### config.mk
export PLATFORM = sky130hd
export DESIGN_NAME = dm_arbiter
export DESIGN_NICKNAME = d
export VERILOG_FILES = /design/src/rtl/dm_arb_pkg.sv /design/src/rtl/dm_rr_arb.sv /design/src/rtl/dm_arbiter.sv
export SDC_FILE = /design/constraint.sdc
export NUM_CORES = 1
export LEC_CHECK = 0
export ABC_AREA = 1
export CAP_MARGIN = 40
export CORE_UTILIZATION = 44
export CTS_CLUSTER_SIZE = 8
export DETAILED_ROUTE_END_ITERATION = 6
export PLACE_DENSITY_LB_ADDON = 0.15
export SETUP_SLACK_MARGIN = 0.2
export SLEW_MARGIN = 20
export SYNTH_ARGS = -nofsm -noshare
export SYNTH_HDL_FRONTEND = slang
export SYNTH_SLANG_ARGS = --single-unit
### constraint.sdc
create_clock -name clk -period 2 [get_ports clk]
set_input_delay 0.4 -clock clk [delete_from_list [all_inputs] [get_ports clk]]
set_output_delay 0.4 -clock clk [all_outputs]
set_load 0.03 [all_outputs]
### src/rtl/dm_arb_pkg.sv
// Shared definitions for the data-memory arbiter: FSM states, byte-enable
// constants, port ids and the read-modify-write byte merge.
package dm_arb_pkg;

   typedef enum logic [1:0] {
      ST_IDLE   = 2'd0,
      ST_ACCESS = 2'd1,
      ST_MERGE  = 2'd2
   } state_e;

   localparam logic [3:0] BE_FULL  = 4'hF;
   localparam logic [3:0] BE_NONE  = 4'h0;
   localparam logic       PORT_CPU = 1'b0;
   localparam logic       PORT_AUX = 1'b1;

   // Byte i comes from new_w when be[i] is set, otherwise from old_w.
   function automatic logic [31:0] merge_bytes(input logic [3:0]  be,
                                               input logic [31:0] new_w,
                                               input logic [31:0] old_w);
      logic [31:0] res;
      res = old_w;
      for (int i = 0; i < 4; i++) begin
         if (be[i]) begin
            res[8*i +: 8] = new_w[8*i +: 8];
         end else begin
            res[8*i +: 8] = old_w[8*i +: 8];
         end
      end
      return res;
   endfunction

endpackage

### src/rtl/dm_rr_arb.sv
// Combinational 2-way arbiter: fixed CPU priority or round-robin on last_grant.
module dm_rr_arb
   import dm_arb_pkg::*;
#(
   parameter bit CPU_PRIO = 1'b1
) (
   input  logic [1:0] eligible_i,
   input  logic       last_grant_i,
   output logic       grant_id_o,
   output logic       grant_valid_o
);

   // Pick a winner among the eligible ports.
   always_comb begin
      grant_id_o    = PORT_CPU;
      grant_valid_o = |eligible_i;
      case (eligible_i)
         2'b01:   grant_id_o = PORT_CPU;
         2'b10:   grant_id_o = PORT_AUX;
         2'b11: begin
            if (CPU_PRIO) begin
               grant_id_o = PORT_CPU;
            end else begin
               grant_id_o = ~last_grant_i;
            end
         end
         default: grant_id_o = PORT_CPU;
      endcase
   end

endmodule

### src/rtl/dm_arbiter.sv
// Two-port data-memory controller: arbitrates M-stage and aux masters and
// sequences reads, full writes and byte-enable read-modify-write.
module dm_arbiter
   import dm_arb_pkg::*;
#(
   parameter bit CPU_PRIO = 1'b1,
   parameter int AW       = 32
) (
   input  logic          clk,
   input  logic          rst_n,
   input  logic          p0_req,
   input  logic          p0_we,
   input  logic [AW-1:0] p0_addr,
   input  logic [31:0]   p0_wdata,
   input  logic [3:0]    p0_be,
   output logic          p0_ack,
   output logic [31:0]   p0_rdata,
   input  logic          p1_req,
   input  logic          p1_we,
   input  logic [AW-1:0] p1_addr,
   input  logic [31:0]   p1_wdata,
   input  logic [3:0]    p1_be,
   output logic          p1_ack,
   output logic [31:0]   p1_rdata,
   output logic [AW-1:0] mem_addr,
   output logic [31:0]   mem_wd,
   output logic          mem_we,
   input  logic [31:0]   mem_rd,
   output logic          busy
);

   state_e        state_q, state_d;
   logic          grant_q, grant_d;
   logic          last_q, last_d;
   logic          we_q, we_d;
   logic [AW-1:0] addr_q, addr_d;
   logic [31:0]   wdata_q, wdata_d;
   logic [3:0]    be_q, be_d;
   logic [31:0]   merge_q, merge_d;
   logic          p0_ack_q, p0_ack_d, p1_ack_q, p1_ack_d;
   logic [31:0]   p0_rdata_q, p0_rdata_d, p1_rdata_q, p1_rdata_d;
   logic [1:0]    eligible_s;
   logic          grant_id_s, grant_valid_s;
   logic          unused_addr_lsb_s;

   // A port still seeing its ack cannot be re-granted in that cycle.
   assign eligible_s = {p1_req & ~p1_ack_q, p0_req & ~p0_ack_q};
   assign unused_addr_lsb_s = ^{p0_addr[1:0], p1_addr[1:0]};

   dm_rr_arb #(.CPU_PRIO(CPU_PRIO)) u_arb (
      .eligible_i    (eligible_s),
      .last_grant_i  (last_q),
      .grant_id_o    (grant_id_s),
      .grant_valid_o (grant_valid_s)
   );

   // Next-state and datapath register updates.
   always_comb begin
      state_d    = state_q;
      grant_d    = grant_q;
      last_d     = last_q;
      we_d       = we_q;
      addr_d     = addr_q;
      wdata_d    = wdata_q;
      be_d       = be_q;
      merge_d    = merge_q;
      p0_ack_d   = 1'b0;
      p1_ack_d   = 1'b0;
      p0_rdata_d = p0_rdata_q;
      p1_rdata_d = p1_rdata_q;
      case (state_q)
         ST_IDLE: begin
            if (grant_valid_s) begin
               grant_d = grant_id_s;
               last_d  = grant_id_s;
               state_d = ST_ACCESS;
               if (grant_id_s == PORT_AUX) begin
                  we_d    = p1_we;
                  addr_d  = {p1_addr[AW-1:2], 2'b00};
                  wdata_d = p1_wdata;
                  be_d    = p1_be;
               end else begin
                  we_d    = p0_we;
                  addr_d  = {p0_addr[AW-1:2], 2'b00};
                  wdata_d = p0_wdata;
                  be_d    = p0_be;
               end
            end else begin
               state_d = ST_IDLE;
            end
         end
         ST_ACCESS: begin
            if (!we_q) begin
               state_d  = ST_IDLE;
               p0_ack_d = (grant_q == PORT_CPU);
               p1_ack_d = (grant_q == PORT_AUX);
               if (grant_q == PORT_AUX) begin
                  p1_rdata_d = mem_rd;
               end else begin
                  p0_rdata_d = mem_rd;
               end
            end else if ((be_q == BE_FULL) || (be_q == BE_NONE)) begin
               state_d  = ST_IDLE;
               p0_ack_d = (grant_q == PORT_CPU);
               p1_ack_d = (grant_q == PORT_AUX);
            end else begin
               merge_d = mem_rd;
               state_d = ST_MERGE;
            end
         end
         ST_MERGE: begin
            state_d  = ST_IDLE;
            p0_ack_d = (grant_q == PORT_CPU);
            p1_ack_d = (grant_q == PORT_AUX);
         end
         default: state_d = ST_IDLE;
      endcase
   end

   // State and datapath registers; last grant resets to aux so CPU wins the first tie.
   always_ff @(posedge clk or negedge rst_n) begin
      if (!rst_n) begin
         state_q    <= ST_IDLE;
         grant_q    <= PORT_CPU;
         last_q     <= PORT_AUX;
         we_q       <= 1'b0;
         addr_q     <= '0;
         wdata_q    <= 32'h0000_0000;
         be_q       <= 4'h0;
         merge_q    <= 32'h0000_0000;
         p0_ack_q   <= 1'b0;
         p1_ack_q   <= 1'b0;
         p0_rdata_q <= 32'h0000_0000;
         p1_rdata_q <= 32'h0000_0000;
      end else begin
         state_q    <= state_d;
         grant_q    <= grant_d;
         last_q     <= last_d;
         we_q       <= we_d;
         addr_q     <= addr_d;
         wdata_q    <= wdata_d;
         be_q       <= be_d;
         merge_q    <= merge_d;
         p0_ack_q   <= p0_ack_d;
         p1_ack_q   <= p1_ack_d;
         p0_rdata_q <= p0_rdata_d;
         p1_rdata_q <= p1_rdata_d;
      end
   end

   // Memory strobe and data are decoded from state so reset drops them at once.
   always_comb begin
      mem_we = 1'b0;
      mem_wd = 32'h0000_0000;
      case (state_q)
         ST_ACCESS: begin
            mem_wd = wdata_q;
            mem_we = we_q & (be_q == BE_FULL);
         end
         ST_MERGE: begin
            mem_wd = merge_bytes(be_q, wdata_q, merge_q);
            mem_we = 1'b1;
         end
         default: begin
            mem_we = 1'b0;
            mem_wd = 32'h0000_0000;
         end
      endcase
   end

   assign mem_addr = addr_q;
   assign busy     = (state_q != ST_IDLE);
   assign p0_ack   = p0_ack_q;
   assign p1_ack   = p1_ack_q;
   assign p0_rdata = p0_rdata_q;
   assign p1_rdata = p1_rdata_q;

endmodule

# Word-level counts from Yosys, hierarchy flattened
# Index checks and enable logic that the tools add are counted.
totals:
  register_bits: 170
  inputBits: 174
  out_inout_bits: 132
  word_cells: 53
classes:
  n_eq_ne: 4
  mux: 21
  bitwise_logic: 8
  reduce_logical: 9
ops:
  columns: ["operator", "count"]
  rows:
  - ["two-way mux 32 bit", 2]
  - ["case mux 32 bit (2 select lines)", 1]
  - ["two-way mux 8 bit", 4]
  - ["AND reduction 3 bit", 3]
  - ["two-way mux 1 bit", 7]
  - ["case mux 1 bit (2 select lines)", 3]
  - ["NOT 1 bit", 5]
  - ["equality test 2 bit (second input constant)", 2]
  - ["equality test 4 bit (second input constant)", 1]
  - ["logical NOT 4 bit", 1]
  - ["two-way mux 2 bit", 2]
  - ["two-way mux 4 bit", 1]
  - ["case mux 2 bit (2 select lines)", 1]
  - ["bitwise AND 1 bit", 3]
  - ["equality test 2 x 1 -> 1 bit (second input constant)", 1]
  - ["logical NOT 2 bit", 1]
  - ["AND reduction 2 bit", 1]
  - ["nonzero test 2 bit", 1]
  - ["OR reduction 2 bit", 1]
  - ["logical OR 1 bit", 1]

# Logic depth before layout (Yosys ltp)
logic_depth:
  depth_word: 5
  ltp_mapped: 10
  mapped_depth_nobuf: 8

# Cells and area by module
# From an unflattened synthesis, not the netlist that was laid out.
hier_totals:
  cells_unflattened: 897
  hier_area_um2: 7424.6
modules_own_cells:
  columns: ["module", "instances", "cells_each", "area_each_um2", "seq_area_each_um2"]
  rows:
  - ["dm_arbiter", 1, 893, 7409.6, 4230.3]
  - ["dm_rr_arb", 1, 4, 15.0, 0.0]

# Worst setup path after synthesis
# Ideal clock, no wire load.
synth_timing:
  path_type: "flip-flop to output port"
  start: "register state_q[0]"
  end: "output port mem_wd[10]"
  arrival_ns: 1.642
  required_ns: 1.600
  setup_slack_ns: -0.042
  path_stages_with_launch: 7
  n_path_buf: 0
  cell_sequence: "dfrtp_1 inv_1 ha_1 inv_1 nor2_1 nand2_1 a21oi_1"
synth_via:
  elab_chain_cells: 2
  elab_cells_between_ends: 3
  classes_between: "2 x eq/ne; 1 x mux"
synth_lines:
  columns: ["item", "line_no", "rtl"]
  rows:
  - ["from (decl)", "dm_arbiter.sv:32", "state_e state_q, state_d;"]
  - ["from (signal assigned)", "dm_arbiter.sv:136", "state_q <= state_d;"]
  - ["equality test 2 bit or equality test 2 x 1 -> 1 bit (tied branches)", "dm_arbiter.sv:155", "case (state_q)"]
  - ["case mux 32 bit (2 select lines) *", "dm_arbiter.sv:155", null]
  - ["to (decl)", "dm_arbiter.sv:26", "output logic [31:0] mem_wd,"]
# Mark *: on every way between the ends. The rest lies on a longest branch, timed or not.

# Worst setup path after layout
layout_timing:
  start: "register state_q[1]"
  end: "output port mem_wd[20]"
# The elaborated chain is that of the path after synthesis.

==> impl_results.md <==
* Status: finished, violations left
* Violated checks: setup timing
* IO Pins at 306
* Gate power share at 54.7%
* CP max-delay cell: dfrtp_1
* Fmax at 0.4468 GHz
* CTS tree: yes
* Fin crit period at 2.238 ns
* Clock transition at path regs at 0.07 ns
* Crit-path cells: inv_2 -> ha_4 -> clkinv_8 -> clkbuf_16 -> a21oi_4 -> buf_6
* Post-Place Cells at 1529
* All-Layer GR Usage at 26.69%
* Drt first pass iters at 6
* Worst Setup Path Type: register to primary output
* Htree depth at 4
* Mapped Cells at 1035
* Chip Height at 135.0 um
* Switch Pwr at 9814 uW
* Top post-synthesis cells by area: dfrtp_1, nand2_1, nand3_1, o21ai_0, a21oi_1
* Routed Antenna Nets at 0
* Mapped Area at 0.007785 mm2
* Leak at 0.006306 uW
* Clock Latency Late Sink at 0.43 ns
* Final period util at 111.9%
* Hold Crit Class: primary input to asynchronous set/reset pin
* Antenna violations before repair at 0
* Worst vdd ir at 0.8569 mV
* First-pass GRT wire length at 37550 um
* Netlist cell types at 21
* Core Area at 0.01730 mm2
* GR Overflow Total at 0
* Starting Density at 45.01%
* Startpoint Class: register
* Clock sinks at 168
* #FFs+latches synth at 168
* Avg Inst Size Synth at 7.522 um2
* Sequential fraction of the synthesis area at 54.00%
* Vias per inst at 4.851
* CP peak stage delay at 0.43 ns
* Worst R2R End: p0_ack
* Final std cells w/o fill at 1571
* # fillers at 1407
* Max cap viols at 0
* Internal at 10870 uW
* Net Sw Frac at 47.45%
* Iter 0 DRT Violations at 408
* Syn. warnings at 0
* Final GP Congestion at 0.8007
* Final Skew at 0.01453 ns
* Worst setup path end: mem_wd[20]
* CTS root buffer: clkbuf_16
* Fin worst setup slack at -0.2384 ns
* Final setup viols at 33
* Post-DP HPWL at 16390 um
* FF-to-FF setup slack at 0.38 ns
* Final wirelength at 23820 um
* Die W at 135.0 um
* Synth top area share at 54.00%
* Sequential power share at 29.8%
* Share of cells above drive strength 1 at 14.93%
* Die area at 0.01823 mm2
* WL per Instance at 15.16 um
* Final Max Tran Viols at 0
* Nets at 1510
* Crit end category: primary output
* Reg2reg path depth at 6
* I/O Buffers at 299
* Clock Path Buffers at 2
* Critical path arrival at 1.84 ns
* DR vias at 7621
* Crit path buf inv count at 4
* RSZ-0062 raised after global routing: yes
* Area Overhead vs Synth at 60.08%
* Vias in the first global route at 7376
* Clock Power Share at 15.5%
* Cell row count at 48
* Launch point of the worst reg-to-reg path: state_q[1]
* Hold Vio Cnt, Final at 0
* Crit Path Max Fanout at 8
* Dominant cell type by area after synthesis: dfrtp_1
* Layout Utilization at 72.05%
* Critical path required time at 1.60 ns
* CTS Buf Count at 17
* Diode count at 0
* Stages on worst setup path at 6
* Min Hold Slack at 0.4216 ns
* Largest net degree at the start of global routing at 65
* P per Cell Area at 1660 mW/mm2
* Setup crit start: state_q[1]
* Drt drc at 0
* Crit-path leading delay family: buffers and inverters
## layer usage
metal  vias up  part of all wire (%)  GRT usage (%)
li1       3829                     -              -
met1      3479                    42          33.87
met2       276                    48          43.81
met3        37                   7.8          6.832
met4         0                   2.5          10.17
met5         -                     0              0
## layout make-up
| class | instances | area, um2 | share of cell area (%) |
|---|---|---|---|
| inverter | 44 | 182.7 | 1.466 |
| clock inverter | 15 | 152.6 | 1.225 |
| multi-input combinational | 766 | 3769 | 30.24 |
| timing repair buffer | 336 | 3447 | 27.66 |
| sequential | 168 | 4204 | 33.73 |
| tap | 225 | 281.5 | 2.259 |
| clock buffer | 17 | 425.4 | 3.414 |
## sequential cells by signal, summed over array words and instances, names as in the netlist, 2 cells and up
register / count
p1_rdata: 32
p0_rdata: 32
wdata_q: 32
be_q: 4
state_q: 2
merge_q: 32
mem_addr: 30
## worst min path at each step
| stage | startpoint | endpoint | cells after the start |
|---|---|---|---|
| 6_report | rst_n | p0_rdata[11] | 2 |
| 5_1_grt | rst_n | p0_rdata[11] | 2 |
| 4_1_cts | rst_n | p0_rdata[11] | 2 |
| 3_5_place_dp | rst_n | p0_rdata[11] | 1 |
| 3_3_place_gp | rst_n | p1_rdata[11] | 1 |
| 2_1_floorplan | rst_n | be_q[0] | 0 |
## synthesized netlist by cell type
cell and instances:
nand3_1 68, or2_2 1, nor2_1 8, conb_1 1
clkinv_1 1, inv_1 40, a21oi_1 35, nand2_2 1
buf_1 4, dfrtp_1 168, nor2_2 1, buf_2 23
nor2_4 1, buf_4 11, o21ai_0 64, ha_1 3
inv_2 3, o21ai_1 1, nand2_1 579, nand4_1 2
clkbuf_1 20
## layout by cell type, fill, tap and decap left out, types with 33 or more instances in the layout
cell,instances
a21oi_4,33
nand3_1,68
buf_6,33
clkdlybuf4s50_1,168
nand2_1,533
inv_1,36
nand2_2,34
dfrtp_1,168
dlygate4sd2_1,96
o21ai_0,64
## power by group through the flow
| stage | sequential [uW] | combinational (uW) | clock [uW] |
|---|---|---|---|
| 2_1_floorplan | 7790 | 4960 | 0 |
| 3_3_place_gp | 6100 | 10600 | 0 |
| 3_5_place_dp | 6100 | 10800 | 0 |
| 4_1_cts | 6110 | 10900 | 3260 |
| 5_1_grt | 6370 | 12300 | 3400 |
| 6_report | 6170 | 11300 | 3200 |
## per-stage QoR
step / worst slack [ns] / setup TNS, ns / power (uW) / area [um2]
2_1_floorplan: 0.1832 / 0 / 12760 / 8202
3_3_place_gp: 0.05773 / 0 / 16690 / 11430
3_5_place_dp: 0.002888 / 0 / 16870 / 11430
4_1_cts: -0.2329 / -6.614 / 20290 / 12280
5_1_grt: -0.2930 / -8.850 / 22030 / 12460
6_report: -0.2384 / -7.217 / 20680 / 12460
## what timing repair did
item,CTS,global route
pin swaps,6,6
endpoints found under the setup margin,130,34
resized for setup,180,32
endpoints found under the hold margin,33,0
cloned,2,2
setup buffers,4,1
hold buffers,1,0
## kinds of logic after synthesis
group                    share of synthesized area (%)
flip-flops                                       54.00
other                                          0.04817
buffers and inverters                            5.818
AND/OR/NAND/NOR                                  33.22
AO/OA/AOI/OAI                                    6.429
adder cells (fa/ha/maj)                         0.4822
No activity file was read; power rests on OpenSTA's default activity.
